--- config.mk ---
export PLATFORM = sky130hd
export DESIGN_NAME = paddsb_seq
export DESIGN_NICKNAME = d
export VERILOG_FILES = /design/src/rtl/paddsb_pkg.sv /design/src/rtl/paddsb_seq_nibble.sv /design/src/rtl/paddsb_seq.sv
export SDC_FILE = /design/constraint.sdc
export NUM_CORES = 1
export LEC_CHECK = 0
export ABC_CLOCK_PERIOD_IN_PS = 8750
export BUFFER_PORTS_ARGS = -buffer_cell sky130_fd_sc_hd__buf_2
export CORE_ASPECT_RATIO = 0.5
export CORE_MARGIN = 2
export CORE_UTILIZATION = 46
export DETAILED_ROUTE_END_ITERATION = 12
export PLACE_DENSITY = 0.69
export SLEW_MARGIN = 20
export SYNTH_ARGS = -nofsm -noshare
export SYNTH_HDL_FRONTEND = slang
export SYNTH_SLANG_ARGS = --single-unit
--- constraint.sdc ---
create_clock -name clk -period 8.75 [get_ports clk]
set_input_delay 1.75 -clock clk [delete_from_list [all_inputs] [get_ports clk]]
set_output_delay 1.75 -clock clk [all_outputs]
set_load 0.05 [all_outputs]
--- src/rtl/paddsb_pkg.sv ---
// Shared types and constants for the paddsb_seq saturating nibble add/sub unit.
package paddsb_pkg;

  typedef enum logic [1:0] {
    IDLE = 2'd0,
    RUN  = 2'd1,
    DONE = 2'd2
  } state_t;

  localparam int unsigned NIB_W = 4;

  localparam logic [NIB_W-1:0] SAT_POS = 4'b0111;
  localparam logic [NIB_W-1:0] SAT_NEG = 4'b1000;

endpackage

--- src/rtl/paddsb_seq_nibble.sv ---
// Combinational 4-bit two's-complement saturating adder/subtractor.
module sat_nibble_addsub
  import paddsb_pkg::*;
(
  input  logic [3:0] a,
  input  logic [3:0] b,
  input  logic       sub,
  output logic [3:0] res,
  output logic       ovfl
);

  logic [3:0] bx;
  logic [3:0] low;   // {carry into bit3, sum bits 2..0}
  logic [1:0] top;   // {carry out of bit3, sum bit 3}

  always_comb begin
    bx   = b ^ {4{sub}};
    low  = {1'b0, a[2:0]} + {1'b0, bx[2:0]} + {3'b000, sub};
    top  = {1'b0, a[3]} + {1'b0, bx[3]} + {1'b0, low[3]};
    ovfl = low[3] ^ top[1];
    // Overflow is only possible when the effective operands share A's sign,
    // so A's sign selects the clamp direction for both add and subtract.
    if (ovfl) begin
      res = a[3] ? SAT_NEG : SAT_POS;
    end else begin
      res = {top[0], low[2:0]};
    end
  end

endmodule

--- src/rtl/paddsb_seq.sv ---
// Sequential 16-bit per-nibble saturating add/sub with start/done handshake.
// Define PADDSB_PAIR_ISSUE_EN to process two nibbles per RUN cycle.
module paddsb_seq
  import paddsb_pkg::*;
#(
  parameter int unsigned WIDTH = 16,
  parameter int unsigned NIB_W = paddsb_pkg::NIB_W
)(
  input  logic                     clk,
  input  logic                     rst,
  input  logic                     start,
  input  logic [WIDTH-1:0]         A,
  input  logic [WIDTH-1:0]         B,
  input  logic                     sub,
  output logic [WIDTH-1:0]         Sum,
  output logic [WIDTH/NIB_W-1:0]   Ovfl,
  output logic                     busy,
  output logic                     done
);

  localparam int unsigned NUM_NIB = WIDTH / NIB_W;
  localparam int unsigned IW      = (NUM_NIB > 1) ? $clog2(NUM_NIB) : 1;
`ifdef PADDSB_PAIR_ISSUE_EN
  localparam int unsigned STEP    = 2;
`else
  localparam int unsigned STEP    = 1;
`endif
  localparam logic [IW-1:0] LAST   = IW'(NUM_NIB - STEP);
  localparam logic [IW-1:0] STEP_V = IW'(STEP);

  state_t            state, state_n;
  logic [IW-1:0]     idx;
  logic [WIDTH-1:0]  a_q, b_q;
  logic              sub_q;
  logic              accept;

  logic [NIB_W-1:0]  na0, nb0, nr0;
  logic              no0;

  always_comb begin
    na0 = a_q[idx*NIB_W +: NIB_W];
    nb0 = b_q[idx*NIB_W +: NIB_W];
  end

  sat_nibble_addsub u_nib0 (
    .a    (na0),
    .b    (nb0),
    .sub  (sub_q),
    .res  (nr0),
    .ovfl (no0)
  );

`ifdef PADDSB_PAIR_ISSUE_EN
  logic [IW-1:0]     idx1;
  logic [NIB_W-1:0]  na1, nb1, nr1;
  logic              no1;

  always_comb begin
    idx1 = idx + IW'(1);
    na1  = a_q[idx1*NIB_W +: NIB_W];
    nb1  = b_q[idx1*NIB_W +: NIB_W];
  end

  sat_nibble_addsub u_nib1 (
    .a    (na1),
    .b    (nb1),
    .sub  (sub_q),
    .res  (nr1),
    .ovfl (no1)
  );
`endif

  always_comb begin
    state_n = state;
    accept  = 1'b0;
    case (state)
      IDLE: begin
        if (start) begin
          state_n = RUN;
          accept  = 1'b1;
        end
      end
      RUN: begin
        if (idx == LAST) state_n = DONE;
      end
      DONE: begin
        if (start) begin
          state_n = RUN;
          accept  = 1'b1;
        end else begin
          state_n = IDLE;
        end
      end
      default: state_n = IDLE;
    endcase
  end

  always_ff @(posedge clk) begin
    if (rst) begin
      state <= IDLE;
      busy  <= 1'b0;
      done  <= 1'b0;
    end else begin
      state <= state_n;
      busy  <= (state_n == RUN);
      done  <= (state_n == DONE);
    end
  end

  always_ff @(posedge clk) begin
    if (rst) begin
      idx   <= '0;
      a_q   <= '0;
      b_q   <= '0;
      sub_q <= 1'b0;
      Sum   <= '0;
      Ovfl  <= '0;
    end else if (accept) begin
      // Sum is left alone here; it is overwritten nibble by nibble in RUN.
      a_q   <= A;
      b_q   <= B;
      sub_q <= sub;
      Ovfl  <= '0;
      idx   <= '0;
    end else if (state == RUN) begin
      Sum[idx*NIB_W +: NIB_W] <= nr0;
      Ovfl[idx]               <= no0;
`ifdef PADDSB_PAIR_ISSUE_EN
      Sum[idx1*NIB_W +: NIB_W] <= nr1;
      Ovfl[idx1]               <= no1;
`endif
      idx <= idx + STEP_V;
    end
  end

endmodule

==> results by group, run 1 <==
Status
  • Outcome: complete, no violations

Global route
  • Peak-usage layer in the global routing report: met2
  • Number of global-route vias before repair: 2130
  • Maximum number of pins on one net before global-route repair: 46
  • Global routing met2 resource utilization: 29.6%
  • Met3 layer usage reported by global route: 7.01%
  • Global-route wire length before repair: 10200 um
  • Combined global-route utilization of all metal layers: 19.9%
  • Met1 capacity usage during global routing: 28.1%
  • Total overflow reported by the global router: 0
  • Number of antenna violations at the first check in global routing: 0

STA
  • Clock Skews: 7.75 ps
  • Setup tns final: 0 ps
  • Worst-Margin Slew: 823 ps
  • Min Tclk post-route: 4620 ps
  • Final cycle utilization of the critical path: 52.8%
  • Relative slew slack: 45.1%
  • Number of pins exceeding their max-slew limit in the final report: 0
  • Final-report setup violation count: 0
  • Setup repair after global routing missed its margin: false
  • Count of endpoints failing hold in the final timing report: 0
  • Upper clock frequency limit: 217 MHz

Power
  • Net switching power: 0.180 mW
  • Highest ir drop seen on vdd: 0.117 mV
  • Clock group share of total power: 47.4%
  • Sequential share of power: 39.7%
  • Static Leakage: 1.41 nW
  • Comb power frac: 12.9%
  • Fraction of power spent switching nets: 24.6%
  • P_int: 0.551 mW
  • Power density over the cells: 221 nW/um2

Detailed routing
  • DRT Wirelength: 5900 um
  • Number of iterations in the first detailed-routing pass: 5
  • DRT iter0 DRCs: 175
  • Via density per instance: 5.25
  • Post-route antenna net violation count: 0
  • Residual DRC: 0
  • Number of vias after detailed routing: 2285
  • Post-DR wirelength/cell: 13.6 um

Synth
  • Post-synthesis cell area: 2690 um2
  • Cell accounting for the most synthesized area: dfxtp_1
  • Share of synthesized flip-flops with an asynchronous set or reset: 0%
  • Cell variety after synth: 36
  • Cell with the most instances after synthesis: nand2_1
  • Most used standard cells in the synthesized netlist: 87 x nand2_1, 59 x dfxtp_1, 50 x a21oi_1
  • Sequential area share after synthesis: 43.9%
  • Number of enable flip-flop cells after synthesis: 0
  • Syn Inst Count: 309
  • Leading post-synthesis cells by cell area: dfxtp_1 44%, nand2_1 12%, a21oi_1 9.3%
  • Dominant register cell in the synthesized netlist: dfxtp_1
  • Mean instance size in the synthesized netlist: 8.70 um2
  • Proportion of netlist area held by the largest area contributor: 43.9%
  • Syn nets: 356
  • Synthesis Warnings: 0
  • Number of flip-flops and latches in the synthesized netlist: 59

Finish
  • Post-layout instance area: 3310 um2
  • Share of cells above drive strength 1: 24.3%
  • Layout net count: 405
  • Layout overhead on the synthesized area: 23.0%
  • Antenna Cells: 0

Clock network
  • CTS tree: yes
  • Clock-pin slew on the worst setup and hold paths: 50 ps
  • Worst-Skew Late Latency: 320 ps
  • Number of buffers added for setup after CTS: 0
  • Resized cells post-CTS: 0
  • Num Clock Sinks: 59
  • H-tree depth: 3
  • Clock Root Buffer: clkbuf_16
  • Hold-fix buffers, CTS: 0
  • CTS max path bufs: 2
  • Num CTS Buffers: 9

Place
  • Count of input and output buffers: 57
  • Half-perimeter wire length after detailed placement: 4180 um
  • Post-Place Cell Area: 3000 um2
  • Final RePlAce weighted congestion: 0.868

Setup path
  • Arrival time of the worst setup path: 4870 ps
  • Startpoint of the worst setup timing path: idx[0]$_SDFFE_PP0P_
  • Slack of the worst reg-to-reg path: 4130 ps
  • Setup crit start kind: flip-flop
  • Reg2reg end: Sum[6]$_SDFFE_PP0P_
  • Capturing element of the worst setup path: Sum[6]$_SDFFE_PP0P_
  • R2r startpoint: idx[0]$_SDFFE_PP0P_
  • Data required time of the critical path: 9010 ps
  • Classification of the worst setup path: reg -> reg
  • Number of cells on the worst reg-to-reg path: 11
  • Endpoint kind of the worst setup timing path: flip-flop
  • Max FO, Critical Path: 16

Floorplan
  • Die span in y: 58.1 um
  • Row count: 19
  • X dimension of the die: 112 um
  • Total die area: 6510 um2
  • Number of primary I/O pins: 58
  • Effective utilization at floorplan: 48.3%
  • Area of the core: 5560 um2

Hold path
  • Worst Hold Launch: Sum[8]$_SDFFE_PP0P_
  • Classification of the worst-slack hold path: reg -> reg

Run
  • Max-cap violations: 0
## stage by stage
| stage | power (mW) | cells | setup slack [ps] | hold slack, ps | util, % |
|---|---|---|---|---|---|
| 6_report | 0.732 | 435 | 4130 | 444 | 59.4 |
| 3_3_place_gp | 0.387 | 420 | 4310 | 436 | 53.9 |
| 4_1_cts | 0.740 | 435 | 4110 | 449 | 59.4 |
| 5_1_grt | 0.766 | 435 | 3740 | 472 | 59.4 |
| 2_1_floorplan | 0.363 | 309 | 4590 | 433 | - |
| 3_5_place_dp | 0.389 | 420 | 4130 | 442 | 53.9 |
## area by class of cell
type,count,area [um2]
fill,513,2260
multi-input combinational,225,1420
sequential,59,1180
timing repair buffer,59,300
clock buffer,11,253
tap,73,91.3
clock inverter,4,50.0
inverter,4,15.0
## placed cells by master (no fill, tap or decap), drive strengths merged, types with 2 or more instances in the layout
cell      count
buf          59
mux4          7
nor3          2
and3          5
nand2        87
xnor2         2
mux2          4
mux2i         2
dfxtp        59
nand3         7
clkbuf       11
fa            3
nor2          5
nand2b        5
nand4         3
ha            8
o21ai         6
xor2          3
clkinvlp      2
nor2b         3
a21oi        50
a22o          8
a32oi         2
and2          4
inv           4
## routing by layer
metal	vias up	wire, um	part of all wire (%)
met4	0	13	0.22
li1	1156	-	-
met2	72	2620	44
met3	2	317	5.4
met1	1055	2950	50
met5	-	0	0
## flip-flops by register name, summed over array words and instances, names as in the netlist
signal  flops
busy        1
sub_q       1
b_q        16
done        1
idx         2
a_q        16
state       2
Sum        16
Ovfl        4
## worst max-delay path, stage by stage, from the launching register on
cell	delay (ps)
dfxtp_1	850
mux4_2	600
xor2_1	160
ha_1	400
a21oi_1	230
nand2_1	130
fa_1	540
and3_1	230
and3_1	200
nor4_4	500
mux2i_1	480
a22o_1	220
## worst min path at each step
stage | to | slack, ps | cells after the start
after floorplan | a_q[7]$_SDFFE_PP0P_ | 430 | 2
after global placement | Sum[4]$_SDFFE_PP0P_ | 440 | 2
after detailed placement | Sum[3]$_SDFFE_PP0P_ | 440 | 2
after CTS | Sum[3]$_SDFFE_PP0P_ | 450 | 2
after global routing | b_q[12]$_SDFFE_PP0P_ | 470 | 2
final | Sum[8]$_SDFFE_PP0P_ | 440 | 2
## kinds of logic after synthesis
| logic type | Yosys count | share of synthesized area, % |
|---|---|---|
| compound gates | 69 | 14.7 |
| xor+xnor | 5 | 1.63 |
| fa+ha+maj | 11 | 5.96 |
| buf+inv | 25 | 3.63 |
| flops | 59 | 43.9 |
| mux | 13 | 8.43 |
| simple gates | 127 | 21.7 |
## power by group through the flow
| stage | Clock, mW | Combinational [mW] | Sequential [mW] |
|---|---|---|---|
| after global routing | 0.369 | 0.106 | 0.292 |
| after detailed placement | 0 | 0.0937 | 0.296 |
| after CTS | 0.355 | 0.0943 | 0.290 |
| final | 0.347 | 0.0942 | 0.290 |
| after floorplan | 0 | 0.0656 | 0.297 |
| after global placement | 0 | 0.0916 | 0.295 |
Note: power is estimated with default switching activity, not from simulation.
==> inputs of run 2 (changes only) <==
--- a/config.mk
+++ b/config.mk
@@ -5,7 +5,7 @@
 export SDC_FILE = /design/constraint.sdc
 export NUM_CORES = 1
 export LEC_CHECK = 0
-export ABC_CLOCK_PERIOD_IN_PS = 8750
+export ABC_CLOCK_PERIOD_IN_PS = 4780
 export BUFFER_PORTS_ARGS = -buffer_cell sky130_fd_sc_hd__buf_2
 export CORE_ASPECT_RATIO = 0.5
 export CORE_MARGIN = 2
==> constraint.sdc (replaced) <==
create_clock -name clk -period 4.78 [get_ports clk]
set_input_delay 0.956 -clock clk [delete_from_list [all_inputs] [get_ports clk]]
set_output_delay 0.956 -clock clk [all_outputs]
set_load 0.05 [all_outputs]
==> run 2 against run 1 <==
Compared with the run above: setup slack worse by 3500 ps; register-to-register slack worse by 3500 ps; hold slack got worse by 4.8 ps; largest power group unchanged.
==> results by group, run 2 (synthesis results as in run 1) <==
Setup path
  • Number of cells on the worst reg-to-reg path: 11 (unchanged)
  • Classification of the worst setup path: reg -> reg
  • Arrival time of the worst setup path: 4470 ps (-400 ps)
  • Crit path largest cell delay: 670 ps (-180 ps)
  • Setup crit start kind: flip-flop
  • Slack of the worst reg-to-reg path: 580 ps (-3550 ps)
  • Most used cell along the critical path: and3_1
  • Endpoint kind of the worst setup timing path: flip-flop
  • Critical path's slowest cell: dfxtp_1
  • Data required time of the critical path: 5050 ps (-3960 ps)
  • Max FO, Critical Path: 13 (-3)
  • CP cell instances: mux4_2, xor2_1, ha_1, a21oi_1, nand2_1, fa_1, and3_1, and3_1, nor4_4, mux2i_1, a22o_1

Global route
  • Maximum number of pins on one net before global-route repair: 46 (unchanged)
  • Global-route wire length before repair: 9970 um (-2.4%)
  • Number of antenna violations at the first check in global routing: 0 (unchanged)
  • Combined global-route utilization of all metal layers: 19.5% (-0.42 points)
  • Number of global-route vias before repair: 2155 (+1.2%)
  • Total overflow reported by the global router: 0 (unchanged)

Place
  • Final RePlAce weighted congestion: 0.895 (+3.1%)
  • Half-perimeter wire length after detailed placement: 4240 um (+1.5%)
  • Placement-stage worst setup slack: 586 ps (-3550 ps)
  • Count of input and output buffers: 57 (unchanged)
  • Placed cell count: 421 (+0.24%)
  • Post-Place Cell Area: 3010 um2 (+0.25%)

Power
  • Highest ir drop seen on vdd: 0.201 mV (+73%)
  • Static Leakage: 1.41 nW (-0.12%)
  • Power density over the cells: 392 nW/um2 (+77%)

Finish
  • Post-layout instance area: 3290 um2 (-0.64%)
  • Most frequent cells in the layout: 87 x nand2_1, 59 x dfxtp_1, 57 x buf_2
  • FF/Latch Area: 1180 um2 (unchanged)
  • Layout net count: 406 (+0.25%)
  • Antenna Cells: 0 (unchanged)
  • Most common library cell in the layout ignoring fill and taps: nand2_1
  • Layout overhead on the synthesized area: 22.3%
  • Area occupied by multi-input gates: 1420 um2 (unchanged)
  • Regs by FF count: Sum (16), a_q (16), b_q (16)
  • Share of cells above drive strength 1: 23.9% (-0.41 points)
  • Filler Cells Inserted: 523 (+1.9%)
  • Post-route insts no fill: 437 (+0.46%)

Hold path
  • Classification of the worst-slack hold path: reg -> reg
  • Min-Delay Path Depth: 2 (unchanged)

STA
  • Min Tclk post-route: 4200 ps (-420 ps)
  • Clock Skews: 3.18 ps (-4.57 ps)
  • Setup repair after global routing missed its margin: false
  • Upper clock frequency limit: 238 MHz (+10%)
  • Relative slew slack: 46.4% (+1.3 points)
  • Worst-case setup margin in the final layout: 582 ps (-3550 ps)
  • Worst-Margin Slew: 804 ps (-18.9 ps)
  • Setup tns final: 0 ps (unchanged)
  • Number of pins exceeding their max-slew limit in the final report: 0 (unchanged)
  • Count of endpoints failing hold in the final timing report: 0 (unchanged)
  • Final cycle utilization of the critical path: 87.8% (+35 points)
  • Final-report setup violation count: 0 (unchanged)

Clock network
  • H-tree depth: 3 (unchanged)
  • CTS tree: yes
  • Number of buffers added for setup after CTS: 0 (unchanged)
  • CTS max path bufs: 2 (unchanged)
  • Hold-fix buffers, CTS: 0 (unchanged)
  • Num Clock Sinks: 59 (unchanged)
  • Worst-Skew Late Latency: 330 ps (about the same)
  • Resized cells post-CTS: 0 (unchanged)
  • Clock-pin slew on the worst setup and hold paths: 50 ps (about the same)
  • Num CTS Buffers: 9 (unchanged)
  • Clock Root Buffer: clkbuf_16

Floorplan
  • Area of the core: 5560 um2 (unchanged)
  • X dimension of the die: 112 um (unchanged)
  • Row count: 19 (unchanged)
  • Die span in y: 58.1 um (unchanged)
  • Total die area: 6510 um2 (unchanged)
  • Number of primary I/O pins: 58 (unchanged)
  • Effective utilization at floorplan: 48.3% (unchanged)

Detailed routing
  • Met2 wire length: 2590 um (-0.84%)
  • Via density per instance: 5.21 (-0.81%)
  • DRT Wirelength: 6010 um (+1.8%)
  • Number of iterations in the first detailed-routing pass: 4 (-1)
  • Max layer used: met4
  • Residual DRC: 0 (unchanged)
  • Routed length on met3: 323 um (+1.9%)
  • Number of vias after detailed routing: 2277 (-0.35%)
  • Wire length on met1: 3010 um (+1.8%)
  • DRT iter0 DRCs: 120 (-31%)
  • Post-route antenna net violation count: 0 (unchanged)
  • Post-DR wirelength/cell: 13.8 um (+1.4%)

Run
  • Max-cap violations: 0 (unchanged)

Status
  • Outcome: complete, no violations
run 2: cell types whose count changed in the layout (fill, tap and decap cells not counted), sizes merged:
cell / delta
clkinvlp: -2
clkinv: +1
clkbuf: +3
bufinv: -1
buf: +1
run 2: critical path, delay by kind of cell, from the launching register on:
family / cells / cell delay, ps
AND/OR/NAND/NOR: 4 / 1060
multiplexers: 2 / 860
AO/OA/AOI/OAI: 2 / 450
XOR/XNOR: 1 / 160
flip-flops: 1 / 670
adder cells (fa/ha/maj): 2 / 930
run 2: area by class of cell:
cell class | instances | area share, %
clock buffers | 14 | 8.04
inverters | 4 | 0.457
repair buffers | 60 | 9.37
flip-flops and latches | 59 | 35.9
multi-input cells | 225 | 43.1
well taps | 73 | 2.78
clock inverters | 2 | 0.305
run 2: worst paths after layout:
check / end / startpoint
max: Sum[14]$_SDFFE_PP0P_ / idx[1]$_SDFFE_PP0P_
min: Sum[8]$_SDFFE_PP0P_ / Sum[8]$_SDFFE_PP0P_
max reg2reg: Sum[14]$_SDFFE_PP0P_ / idx[1]$_SDFFE_PP0P_
min reg2reg: Sum[8]$_SDFFE_PP0P_ / Sum[8]$_SDFFE_PP0P_
run 2: per-stage QoR:
stage	hold WS [ps]	power, mW	utilization [%]
after floorplan	433	0.664	-
after global placement	440	0.710	54.0
after detailed placement	435	0.714	54.0
after CTS	442	1.30	59.0
after global routing	462	1.35	59.1
final	439	1.29	59.1
run 2: per-layer routing:
layer  vias to the layer above  global-route usage (%)
li1                       1155                       -
met1                      1055                    26.4
met2                        60                    29.5
met3                         7                    6.59
met4                         0                    6.79
met5                         -                       0
run 2: report_power, final:
part | internal (mW) | switching [mW]
logic | 0.0689 | 0.110
clock network | 0.376 | 0.206
registers | 0.515 | 0.0138
==> inputs of run 3 (changes only) <==
--- a/config.mk
+++ b/config.mk
@@ -11,7 +11,8 @@
 export CORE_MARGIN = 2
 export CORE_UTILIZATION = 46
 export DETAILED_ROUTE_END_ITERATION = 12
-export PLACE_DENSITY = 0.69
+export PLACE_DENSITY_LB_ADDON = 0.3
+export RECOVER_POWER = 100
 export SLEW_MARGIN = 20
 export SYNTH_ARGS = -nofsm -noshare
 export SYNTH_HDL_FRONTEND = slang
==> run 3 against run 2 <==
Compared with the run above: the run now ends with capacitance limit, slew limit left; routed wire length rose by 1.6%; non-clock buffer count unchanged; final cell count stayed put; setup slack lost 110 ps; sequential power about the same; hold slack gained 11 ps; register-to-register slack got worse by 110 ps; via count grew 1.1%; die area is the same; global-route usage is 0.44 points higher; critical path type unchanged; largest cell class unchanged.
==> results by group, run 3 (synthesis results as in run 1) <==
Hold path
  • Classification of the worst-slack hold path: reg -> reg
  • Worst Hold Launch: Sum[3]$_SDFFE_PP0P_

Detailed routing
  • DRT iter0 DRCs: 131 (+9.2%)
  • Via density per instance: 5.27 (+1.1%)
  • Max layer used: met4
  • DRT Wirelength: 6100 um (+1.6%)
  • Wire length on met1: 2910 um (-3.1%)
  • Routed length on met3: 314 um (-2.8%)
  • Post-DR wirelength/cell: 14.0 um (+1.6%)
  • Post-route antenna net violation count: 0 (unchanged)
  • Number of vias after detailed routing: 2302 (+1.1%)
  • Met2 wire length: 2800 um (+8.1%)
  • Number of iterations in the first detailed-routing pass: 4 (unchanged)
  • Residual DRC: 0 (unchanged)

Floorplan
  • Area of the core: 5560 um2 (unchanged)
  • Die span in y: 58.1 um (unchanged)
  • Row count: 19 (unchanged)
  • Total die area: 6510 um2 (unchanged)
  • X dimension of the die: 112 um (unchanged)
  • Effective utilization at floorplan: 48.3% (unchanged)
  • Number of primary I/O pins: 58 (unchanged)

Finish
  • FF/Latch Area: 1180 um2 (unchanged)
  • Area occupied by multi-input gates: 1410 um2 (-0.79%)
  • Filler Cells Inserted: 506 (-3.3%)
  • Post-layout instance area: 3350 um2 (+1.9%)
  • Share of cells above drive strength 1: 17.6% (-6.3 points)
  • Layout net count: 406 (unchanged)
  • Most common library cell in the layout ignoring fill and taps: nand2_1
  • Most frequent cells in the layout: 87 x nand2_1, 59 x dfxtp_1, 50 x a21oi_1
  • Antenna Cells: 0 (unchanged)
  • Regs by FF count: Sum (16), a_q (16), b_q (16)
  • Post-route insts no fill: 437 (unchanged)
  • Layout overhead on the synthesized area: 24.6%
  • Final design utilization: 60.2% (+1.1 points)

Setup path
  • Critical path's slowest cell: mux4_2
  • Endpoint kind of the worst setup timing path: flip-flop
  • Startpoint of the worst setup timing path: idx[0]$_SDFFE_PP0P_
  • Top Family by Delay on Critical Path: simple AND/OR/NAND/NOR gates
  • Classification of the worst setup path: reg -> reg
  • Most used cell along the critical path: and3_1
  • Setup crit start kind: flip-flop
  • Max FO, Critical Path: 9 (-4)
  • Crit path largest cell delay: 550 ps (-120 ps)
  • Data required time of the critical path: 5040 ps (about the same)
  • Arrival time of the worst setup path: 4570 ps (+100 ps)
  • Worst path buffer plus inverter count: 0 (unchanged)
  • CP cell instances: mux4_2, xor2_1, ha_1, a21oi_1, nand2_1, fa_1, and3_1, and3_1, nor4_4, mux2i_1, a22o_1
  • R2r startpoint: idx[0]$_SDFFE_PP0P_

Global route
  • Maximum number of pins on one net before global-route repair: 46 (unchanged)
  • Number of antenna violations at the first check in global routing: 0 (unchanged)
  • Number of global-route vias before repair: 2179 (+1.1%)
  • Total overflow reported by the global router: 0 (unchanged)
  • Global-route wire length before repair: 10200 um (+1.9%)
  • Combined global-route utilization of all metal layers: 19.9% (+0.44 points)

Place
  • Half-perimeter wire length after detailed placement: 4290 um (+1.2%)
  • Post-Place Cell Area: 3010 um2 (unchanged)
  • Final RePlAce weighted congestion: 0.889 (-0.64%)
  • Placed cell count: 421 (unchanged)
  • Count of input and output buffers: 57 (unchanged)

Clock network
  • Hold-fix buffers, CTS: 0 (unchanged)
  • Clock-pin slew on the worst setup and hold paths: 50 ps (about the same)
  • CTS tree: yes
  • Num CTS Buffers: 9 (unchanged)
  • Resized cells post-CTS: 0 (unchanged)
  • Worst-Skew Late Latency: 320 ps (about the same)
  • Num Clock Sinks: 59 (unchanged)
  • CTS max path bufs: 2 (unchanged)
  • Number of buffers added for setup after CTS: 0 (unchanged)
  • H-tree depth: 3 (unchanged)
  • Clock Root Buffer: clkbuf_16

STA
  • Min Tclk post-route: 4310 ps (+108 ps)
  • Relative slew slack: -29.7% (-76 points)
  • Upper clock frequency limit: 232 MHz (-2.5%)
  • Count of endpoints failing hold in the final timing report: 0 (unchanged)
  • Final cycle utilization of the critical path: 90.1% (+2.3 points)
  • Setup repair after global routing missed its margin: false
  • Number of pins exceeding their max-slew limit in the final report: 80 (+80)
  • Clock Skews: 7.50 ps (+4.32 ps)
  • Worst-Margin Slew: 1940 ps (+1140 ps)
  • Final-report setup violation count: 0 (unchanged)
  • Setup tns final: 0 ps (unchanged)

Power
  • Post-layout power: 1.51 mW (+17%)
  • Highest ir drop seen on vdd: 0.307 mV (+53%)
  • Static Leakage: 1.35 nW (-4.3%)
  • Power density over the cells: 450 nW/um2 (+15%)

Run
  • Max-cap violations: 2 (+2)

Status
  • Failing checks: capacitance limit, slew limit
  • Outcome: complete, but fails checks
## run 3: cell types whose count changed in the layout (fill, tap and decap cells not counted), sizes merged
cell    delta
clkinv     -2
bufinv     +4
clkbuf    +21
buf       -23
## run 3: final timing paths
path | endpoint | slack [ps] | cells after the start
min reg2reg | Sum[3]$_SDFFE_PP0P_ | 450 | 2
max reg2reg | Sum[6]$_SDFFE_PP0P_ | 470 | 11
min | Sum[3]$_SDFFE_PP0P_ | 450 | 2
max | Sum[6]$_SDFFE_PP0P_ | 470 | 11
## run 3: per-stage QoR
| step | hold slack [ps] | setup slack (ps) |
|---|---|---|
| 2_1_floorplan | 433 | 622 |
| 3_3_place_gp | 436 | 788 |
| 3_5_place_dp | 442 | 512 |
| 4_1_cts | 448 | 462 |
| 5_1_grt | 475 | 212 |
| 6_report | 450 | 474 |
## run 3: cell type report
type	instances	area share [%]
multi-input cells	225	42.0
inverters	4	0.448
well taps	73	2.73
clock buffers	12	7.66
repair buffers	60	8.33
flip-flops and latches	59	35.3
clock inverters	4	3.59
## run 3: report_power, final
group | total, mW | switching, mW | internal (mW)
Sequential | 0.529 | 0.0141 | 0.515
Combinational | 0.173 | 0.108 | 0.0650
Clock | 0.804 | 0.214 | 0.590
Total | 1.51 | 0.337 | 1.17
## run 3: routing by layer
metal	vias to the layer above	GRT usage [%]
met1	1071	25.1
li1	1158	-
met5	-	0
met3	7	6.69
met2	66	32.0
met4	0	8.36
## run 3: tightest hold or removal path, stage by stage, from the launching register on
cell	delay, ps
dfxtp_1	310
nand2_1	50
a21oi_1	50
